==> config.mk <==
export PLATFORM = sky130hd
export DESIGN_NAME = video_mode_ctrl
export DESIGN_NICKNAME = d
export VERILOG_FILES = /design/src/rtl/video_mode_ctrl.sv
export SDC_FILE = /design/constraint.sdc
export NUM_CORES = 1
export LEC_CHECK = 0
export ABC_AREA = 1
export BUFFER_PORTS_ARGS = -buffer_cell sky130_fd_sc_hd__buf_2
export CAP_MARGIN = 10
export CORE_MARGIN = 1
export CORE_UTILIZATION = 35
export DETAILED_ROUTE_END_ITERATION = 16
export PLACE_DENSITY = 0.64
export SLEW_MARGIN = 20
export SYNTH_ARGS = -nofsm -noshare
export SYNTH_HDL_FRONTEND = slang
export SYNTH_SLANG_ARGS = --single-unit
==> constraint.sdc <==
create_clock -name clk_148 -period 2.4 [get_ports clk_148]
set_clock_uncertainty 0.2 [all_clocks]
set_input_delay 0.36 -clock clk_148 [delete_from_list [all_inputs] [get_ports clk_148]]
set_output_delay 0.36 -clock clk_148 [all_outputs]
set_load 0.01 [all_outputs]
==> src/rtl/video_mode_ctrl.sv <==
// Video format lock controller: synchronizes raw vsync, samples the measured
// active size once per frame and latches a format after it has been stable.
module video_mode_ctrl #(
  parameter int STABLE_FRAMES = 4,
  parameter int DROP_FRAMES   = 2
) (
  input  logic        clk_148,
  input  logic        rst_n,
  input  logic        vs,
  input  logic [15:0] h_active,
  input  logic [15:0] v_active,
  input  logic        video_lost,
  output logic        locked,
  output logic [15:0] lock_h,
  output logic [15:0] lock_v,
  output logic [2:0]  mode_id,
  output logic        reconfig,
  output logic        pattern_sel,
  output logic [1:0]  state_dbg
);

  typedef enum logic [1:0] {
    NOSIG   = 2'd0,
    ACQUIRE = 2'd1,
    LOCKED  = 2'd2
  } state_t;

  localparam logic [3:0] LOCK_AT = 4'(STABLE_FRAMES - 1);
  localparam logic [3:0] DROP_AT = 4'(DROP_FRAMES);

  state_t      state_q, state_d;
  logic        vs_s1_q, vs_s2_q, vs_s3_q;
  logic [1:0]  sync_vld_q, sync_vld_d;
  logic        arm_q, arm_d;
  logic        tick;
  logic [15:0] cand_h_q, cand_h_d, cand_v_q, cand_v_d;
  logic [15:0] lock_h_q, lock_h_d, lock_v_q, lock_v_d;
  logic [3:0]  match_cnt_q, match_cnt_d, miss_cnt_q, miss_cnt_d;
  logic [3:0]  match_inc, miss_inc;
  logic        reconfig_q, reconfig_d;
  logic [2:0]  mode_id_q, mode_id_d;
  logic        cand_hit, lock_hit;

  function automatic logic [2:0] decode_mode(input logic [15:0] h, input logic [15:0] v);
    if (h == 16'd640  && v == 16'd480)  return 3'd1;
    if (h == 16'd1280 && v == 16'd720)  return 3'd2;
    if (h == 16'd1920 && v == 16'd1080) return 3'd3;
    if (h == 16'd3840 && v == 16'd2160) return 3'd4;
    return 3'd0;
  endfunction

  // sync_vld marks when vs_s2 reflects real input; arming only on an observed
  // low level keeps a vs already high at reset release from producing a tick.
  assign sync_vld_d = {sync_vld_q[0], 1'b1};
  assign arm_d      = arm_q | (sync_vld_q[1] & ~vs_s2_q);
  assign tick       = vs_s2_q & ~vs_s3_q & arm_q;

  assign cand_hit  = (h_active == cand_h_q) && (v_active == cand_v_q) &&
                     (h_active != 16'd0) && (v_active != 16'd0);
  assign lock_hit  = (h_active == lock_h_q) && (v_active == lock_v_q);
  assign match_inc = (match_cnt_q == 4'hF) ? match_cnt_q : match_cnt_q + 4'd1;
  assign miss_inc  = (miss_cnt_q == 4'hF) ? miss_cnt_q : miss_cnt_q + 4'd1;

  always_comb begin
    state_d     = state_q;
    cand_h_d    = cand_h_q;
    cand_v_d    = cand_v_q;
    lock_h_d    = lock_h_q;
    lock_v_d    = lock_v_q;
    match_cnt_d = match_cnt_q;
    miss_cnt_d  = miss_cnt_q;
    reconfig_d  = 1'b0;
    if (video_lost) begin
      state_d = NOSIG;
    end else begin
      case (state_q)
        NOSIG: begin
          state_d     = ACQUIRE;
          cand_h_d    = 16'd0;
          cand_v_d    = 16'd0;
          match_cnt_d = 4'd0;
          miss_cnt_d  = 4'd0;
        end
        ACQUIRE: begin
          if (tick) begin
            if (cand_hit) begin
              match_cnt_d = match_inc;
              if (match_inc == LOCK_AT) begin
                state_d    = LOCKED;
                lock_h_d   = cand_h_q;
                lock_v_d   = cand_v_q;
                miss_cnt_d = 4'd0;
                reconfig_d = 1'b1;
              end
            end else begin
              cand_h_d    = h_active;
              cand_v_d    = v_active;
              match_cnt_d = 4'd0;
            end
          end
        end
        LOCKED: begin
          if (tick) begin
            if (lock_hit) begin
              miss_cnt_d = 4'd0;
            end else begin
              miss_cnt_d = miss_inc;
              if (miss_inc == DROP_AT) begin
                state_d     = ACQUIRE;
                cand_h_d    = h_active;
                cand_v_d    = v_active;
                match_cnt_d = 4'd0;
                miss_cnt_d  = 4'd0;
              end
            end
          end
        end
        default: state_d = NOSIG;
      endcase
    end
    // Decoding the next-state values lets mode_id rise together with locked.
    mode_id_d = (state_d == LOCKED) ? decode_mode(lock_h_d, lock_v_d) : 3'd0;
  end

  always_ff @(posedge clk_148) begin
    if (!rst_n) begin
      state_q     <= NOSIG;
      vs_s1_q     <= 1'b0;
      vs_s2_q     <= 1'b0;
      vs_s3_q     <= 1'b0;
      sync_vld_q  <= 2'b00;
      arm_q       <= 1'b0;
      cand_h_q    <= 16'd0;
      cand_v_q    <= 16'd0;
      lock_h_q    <= 16'd0;
      lock_v_q    <= 16'd0;
      match_cnt_q <= 4'd0;
      miss_cnt_q  <= 4'd0;
      reconfig_q  <= 1'b0;
      mode_id_q   <= 3'd0;
    end else begin
      state_q     <= state_d;
      vs_s1_q     <= vs;
      vs_s2_q     <= vs_s1_q;
      vs_s3_q     <= vs_s2_q;
      sync_vld_q  <= sync_vld_d;
      arm_q       <= arm_d;
      cand_h_q    <= cand_h_d;
      cand_v_q    <= cand_v_d;
      lock_h_q    <= lock_h_d;
      lock_v_q    <= lock_v_d;
      match_cnt_q <= match_cnt_d;
      miss_cnt_q  <= miss_cnt_d;
      reconfig_q  <= reconfig_d;
      mode_id_q   <= mode_id_d;
    end
  end

  assign locked      = (state_q == LOCKED);
  assign pattern_sel = ~locked;
  assign lock_h      = lock_h_q;
  assign lock_v      = lock_v_q;
  assign mode_id     = mode_id_q;
  assign reconfig    = reconfig_q;
  assign state_dbg   = state_q;

endmodule

# == Word-level counts from Yosys, hierarchy flattened ==
# Index checks and enable logic that the tools add are counted.
# word_totals
inputBits,36
word_cells,137
latch_bits,0
n_memories,0
mem_bits_rw,0
out_inout_bits,40
mem_bits_ro,0
reg_bits,84
# classes
div,0
n_mul,0
eq_ne,26
order_cmp,0
bitwise,12
addsub,2
n_reduce_logical,17
muxes,65
shift,0
# ops
op,n
$mux W16,20
$pmux W16 S3,2
$eq A16 B16 Y1,4
$mux W4,13
$eq A16 B11 Y1 const B,3
$eq A16 B10 Y1 const B,2
$eq A16 B12 Y1 const B,2
$reduce_bool A16 Y1,2
$mux W3,8
$pmux W4 S3,2
$eq A16 B9 Y1 const B,1
$mux W2,7
$mux W1,12
$reduce_and A6 Y1,2
$ne A2 B2 Y1 const B,5
$add A4 B1 Y4 const B,2
$eq A4 B2 Y1 const B,2
$eq A4 B4 Y1 const B,2
$logic_and A1 B1 Y1,8
$not A1 Y1,8
$reduce_and A7 Y1,1
$pmux W2 S3,1
$reduce_or A5 Y1,1
$eq A2 B2 Y1 const B,2
other kinds (7),10

# == Depth between registers and ports, before layout ==
# logic_depth
ltp_word,21
depth_mapped,22
ltp_nobuf,22

# == Least setup slack after synthesis ==
# Ideal clock, no wire load.
# synth_path
path_kind,reg2reg
startpoint,register match_cnt_q[0]
endpoint,"register mode_id_q[1], in the netlist mode_id[1]"
arrival_time_ps,2257
path_stages_with_launch,18
required_time_ps,2088
n_path_buf,1
path_slack_ps,-169
synth_period_minus_slack_ps,2569
setup_ps,112
cell_sequence,dfxtp_1 > ha_1 > nand3_2 > xor2_1 > nand2_1 > nor2_4 > nand3_2 > nor2_4 > nand3_4 > buf_6 > o21ai_2 > nand2_1 > nor2_1 > nand2_1 > nor2_1 > nand2_1 > nand2_1 > nor2_2
# synth_between
elab_chain_cells,18
elab_cells_between_ends,50
classes_between,add/sub (1); eq/ne (11); mux (33); reduce/logical (5)
# synth_lines
element,line_no,rtl
start: declaration,38,"logic [3:0] match_cnt_q, match_cnt_d, miss_cnt_q, miss_cnt_d;"
start signal: assignment,152,match_cnt_q <= match_cnt_d;
$add A4 B1 Y4 or $eq A4 B4 Y1 (tied branches),61,assign match_inc = (match_cnt_q == 4'hF) ? match_cnt_q : match_cnt_q + 4'd1;
$mux W4 (*),61,
$eq A4 B2 Y1 (*),88,if (match_inc == LOCK_AT) begin
$mux W16,88,
$mux W16,86,if (cand_hit) begin
$mux W16,85,if (tick) begin
$mux W16,76,case (state_q)
$mux W16,73,if (video_lost) begin
$eq A16 B12 Y1,48,if (h == 16'd3840 && v == 16'd2160) return 3'd4;
$logic_and A1 B1 Y1,48,
$mux W1 (2 in series),48,
$mux W1,47,if (h == 16'd1920 && v == 16'd1080) return 3'd3;
$mux W1,46,if (h == 16'd1280 && v == 16'd720) return 3'd2;
$mux W3,49,return 3'd0;
$mux W3,48,
$mux W3,47,
$mux W3,46,
end signal: assignment,155,mode_id_q <= mode_id_d;
end: declaration,41,"logic [2:0] mode_id_q, mode_id_d;"
# Every way passes the cells marked *; elsewhere a longest branch is shown, timed or not. The select of a mux whose other input is x is not followed.
# A chain may end at the register's enable or synchronous reset.

# == Worst setup path in the final report ==
# layout_path
startpoint,register cand_v_q[13]
endpoint,"register mode_id_q[2], in the netlist mode_id[2]"
# layout_between
elab_chain_cells,18
elab_cells_between_ends,48
classes_between,eq/ne (10); mux (30); reduce/logical (8)
# layout_lines
element,line_no,rtl
start: declaration,36,"logic [15:0] cand_h_q, cand_h_d, cand_v_q, cand_v_d;"
start signal: assignment,149,cand_v_q <= cand_v_d;
$eq A16 B16 Y1,58,assign cand_hit = (h_active == cand_h_q) && (v_active == cand_v_q) &&
$logic_and A1 B1 Y1 (2 in series),58,
$logic_and A1 B1 Y1,59,(h_active != 16'd0) && (v_active != 16'd0);
$mux W16,86,
$mux W16,85,
$mux W16,76,
$mux W16,73,
$eq A16 B12 Y1,48,
$logic_and A1 B1 Y1,48,
$mux W1 (2 in series),48,
$mux W1,47,
$mux W1,46,
$mux W3,49,
$mux W3,48,
$mux W3,47,
$mux W3,46,
# Parallel ways exist; a longest one is shown, timed or not. The select of a mux whose other input is x is not followed.

==> flow_summary.json <==
{
  "outcome": "finished, violations left",
  "violations": "negative setup slack",
  "setup_slack_ps": -393,
  "grt_pass1_wl_mm": 30.7,
  "synth-xor-area-share_pct": 5.75,
  "worstPathCellList": "inv_1 -> nand2_1 -> nand2_1 -> nand2_1 -> nor2_1 -> nand3_2 -> nor2_4 -> nand4_4 -> nor2_4 -> buf_6 -> buf_6 -> nand3_2 -> nand2_4 -> nand2_2 -> nor2_4 -> nand2_2 -> buf_4 -> nor2_1 -> nand2_1 -> nor2_1",
  "synth.area.mux_share_pct": 0,
  "fin_nets": 1217,
  "r2r_end": "mode_id[2]",
  "nFillCells": 1296,
  "htree_levels": 3,
  "hold_violations": 0,
  "synth_edf_count": 0,
  "antenna_found_initial": 0,
  "drtAntennaViolNets": 0,
  "core_um2": 15300,
  "clock.fmax_mhz": 358,
  "clkSlewWorstSetupHoldPaths_ps": 60,
  "pwr-share-seq_pct": 40.0,
  "netlist_instances": 887,
  "track_usage_pct": 24.6,
  "synth_cell_types": 42,
  "hold_path.class": "in -> reg",
  "worst-r2r-cell-count": 20,
  "die_w_um": 127,
  "die_h_um": 127,
  "numCtsBuffers": 9,
  "max_slew_margin_pct": 55.9,
  "finalSetupViolations": 46,
  "criticalPathCategory": "reg -> reg",
  "powerDensity_nw_per_um2": 385,
  "yosys-top-cells-area": "dfxtp_1 (31%), nand2_1 (20%), nor2_1 (7.8%)",
  "crit_path_max_incr_delay_ps": 310,
  "power_frac_clock_pct": 39.9,
  "max_cap_violations": 0,
  "whs_endpoint": "cand_v_q[10]",
  "cts_tree": "built",
  "place_ws_ps": -535,
  "clk_latency_ps": 350,
  "crit_path_end_kind": "flip-flop",
  "wl_per_cell_um": 16.2,
  "viasPerCell": 5.02,
  "r2r_start": "cand_v_q[13]",
  "leakagePower_nw": 4.31,
  "hold_path_startpoint": "v_active[10]",
  "synthTopCellsByCount": "nand2_1 (287), nor2_1 (114), inv_1 (111)",
  "startpoint_type": "flip-flop",
  "fin_crit_sh_pct": 116,
  "yosys.area.top_type": "dfxtp_1",
  "intPower_w": 0.00261,
  "synth_seq_area_share_pct": 30.6,
  "ys_async_sr_fraction_pct": 0,
  "min_path_cells": 3,
  "cts-root-buf": "clkbuf_16",
  "drt_pass1_iterations": 5,
  "row_count": 45,
  "peakVddDrop_uv": 336,
  "required_ps": 2490,
  "syn-num-nets": 929,
  "drc": 0,
  "synth_top_family_by_area": "simple AND/OR/NAND/NOR gates",
  "ys_warn_count": 0,
  "final_max_slew_viol_count": 0,
  "rsz0062_at_grt": "true",
  "crit_arrival_ps": 2880,
  "yosys.area_share.simple_pct": 43.5,
  "synth-main-ff-cell": "dfxtp_1",
  "overflow": 0,
  "start_util_pct": 36.0,
  "cts.sink_count": 84,
  "drive_gt1_share_pct": 47.4,
  "slowest_stage": "dfxtp_1",
  "cp_max_fo": 5,
  "yosysTopAreaCellShare_pct": 30.6,
  "yosysMostFrequentCell": "nand2_1",
  "num_vias": 6983,
  "io_buffers": 75,
  "tightestPinTransition_ps": 662,
  "power.share.switching_pct": 27.6,
  "ys_ff_latch": 84,
  "synth_area_um2": 5490,
  "switchingPower_w": 0.000991,
  "rrSetupSlack_ps": -390,
  "io_pins": 76,
  "utilization_pct": 61.3,
  "synth_compound_area_share_pct": 6.43,
  "dp_hpwl_mm": 14.4,
  "grt_pass1_vias": 6062,
  "antenna_cells": 0,
  "cp_top_family": "simple AND/OR/NAND/NOR gates",
  "drt-total-wl_mm": 22.5,
  "clock_path_buffers": 2,
  "syn_avg_cell_area_um2": 6.19,
  "die_area_um2": 16200,
  "combPwrFrac_pct": 20.1,
  "grt_max_degree": 44,
  "gp_congestion": 0.936,
  "path_buf_inv": 4,
  "worst_path_most_repeated_cell": "nand2_1",
  "drtIter0Drc": 519,
  "min_period_ps": 2790,
  "area_growth_pct": 70.4,
  "synthAdderAreaFrac_pct": 1.37
}
-- power groups by stage --
stage	logic, W	registers [W]	clock network (W)
global placement	0.000540	0.00147	0
CTS	0.000641	0.00144	0.00146
global route	0.000768	0.00144	0.00153
finish	0.000722	0.00144	0.00143
detailed placement	0.000542	0.00147	0
floorplan	0.000271	0.00147	0
-- cell type report --
type                       instances  area, um2  share of cell area [%]
sequential                        84       1700                    18.2
timing repair buffer             310       2560                    27.4
clock buffer                      15        268                    2.86
tap                              211        264                    2.82
inverter                         127        477                    5.10
multi-input combinational        643       4050                    43.3
clock inverter                     1       30.0                   0.321
-- layout by cell type, fill, tap and decap left out, drive strengths merged --
cell type | Yosys | routed
and2 | 1 | 1
ha | 6 | 6
a211oi | 5 | 5
nor2 | 127 | 127
a31oi | 1 | 1
xnor2 | 22 | 22
nor3 | 7 | 7
nor4 | 4 | 4
nor3b | 1 | 1
o22ai | 30 | 30
dfxtp | 84 | 84
a21boi | 2 | 2
a21oi | 2 | 2
nand2 | 292 | 292
inv | 122 | 122
a311oi | 1 | 1
clkbuf | 15 | 18
buf | 18 | 306
xor2 | 14 | 14
o21ai | 13 | 13
dlygate4sd3 | 0 | 1
o21a | 1 | 1
or2 | 5 | 5
nand3 | 87 | 87
bufinv | 0 | 1
clkinv | 5 | 5
nand3b | 1 | 1
nand4 | 20 | 20
nor4b | 1 | 1
-- per-stage QoR --
step | setup TNS [ps] | std cells | hold slack, ps | area [um2] | power, W
after CTS | -1590 | 1360 | 122 | 8150 | 0.00354
final | -4330 | 1391 | 153 | 9350 | 0.00360
after global placement | -12880 | 1330 | 194 | 7410 | 0.00201
after global routing | -10460 | 1391 | 159 | 9350 | 0.00374
after floorplan | -73.5 | 887 | 188 | 5510 | 0.00174
after detailed placement | -14810 | 1330 | 203 | 7410 | 0.00201
-- cell families (layout without fill, tap and decap cells) --
group	after synthesis	after routing
and+or+nand+nor	546	546
adders and majority gates	6	6
DFF	84	84
xor gates and xnor gates	36	36
buffers and inverters	160	453
AOI/OAI and AO/OA	55	55
-- repair_timing --
action / 4_1_cts / 5_1_grt
cloned: 6 / 4
pin swaps: 6 / 69
hold endpoints to repair: 1 / 0
endpoints found under the setup margin: 42 / 69
buffers inserted: 7 / 37
gates resized for setup: 54 / 255
hold buffers: 1 / 0
-- how the worst max path moves through the flow --
stage | slack, ps | depth (start not counted) | startpoint | end
after floorplan | -40 | 17 | match_cnt_q[1] | mode_id[1]
after global placement | -490 | 18 | v_active[2] | mode_id[1]
after detailed placement | -530 | 18 | v_active[2] | mode_id[2]
after CTS | -320 | 17 | match_cnt_q[1] | mode_id[2]
after global routing | -610 | 21 | cand_h_q[4] | mode_id[2]
final | -390 | 20 | cand_v_q[13] | mode_id[2]
-- worst min-delay path, delay by kind of cell --
family / cells / cell delay, ps
buffers and inverters: 1 / 120
and+or+nand+nor: 1 / 80
AOI/OAI and AO/OA: 1 / 80
-- sequential cells by signal, summed over array words and instances (netlist names), 2 cells and up --
| name | count |
|---|---|
| cand_v_q | 16 |
| lock_v | 16 |
| match_cnt_q | 4 |
| miss_cnt_q | 4 |
| state_dbg | 2 |
| sync_vld_q | 2 |
| cand_h_q | 16 |
| lock_h | 16 |
| mode_id | 3 |
-- layer usage --
metal,global-route usage (%),share of wire (%)
met2,42.1,49
met4,9.59,4.0
met5,0,0
met3,4.10,6.2
met1,31.0,40
(Power assumes the default switching activity.)
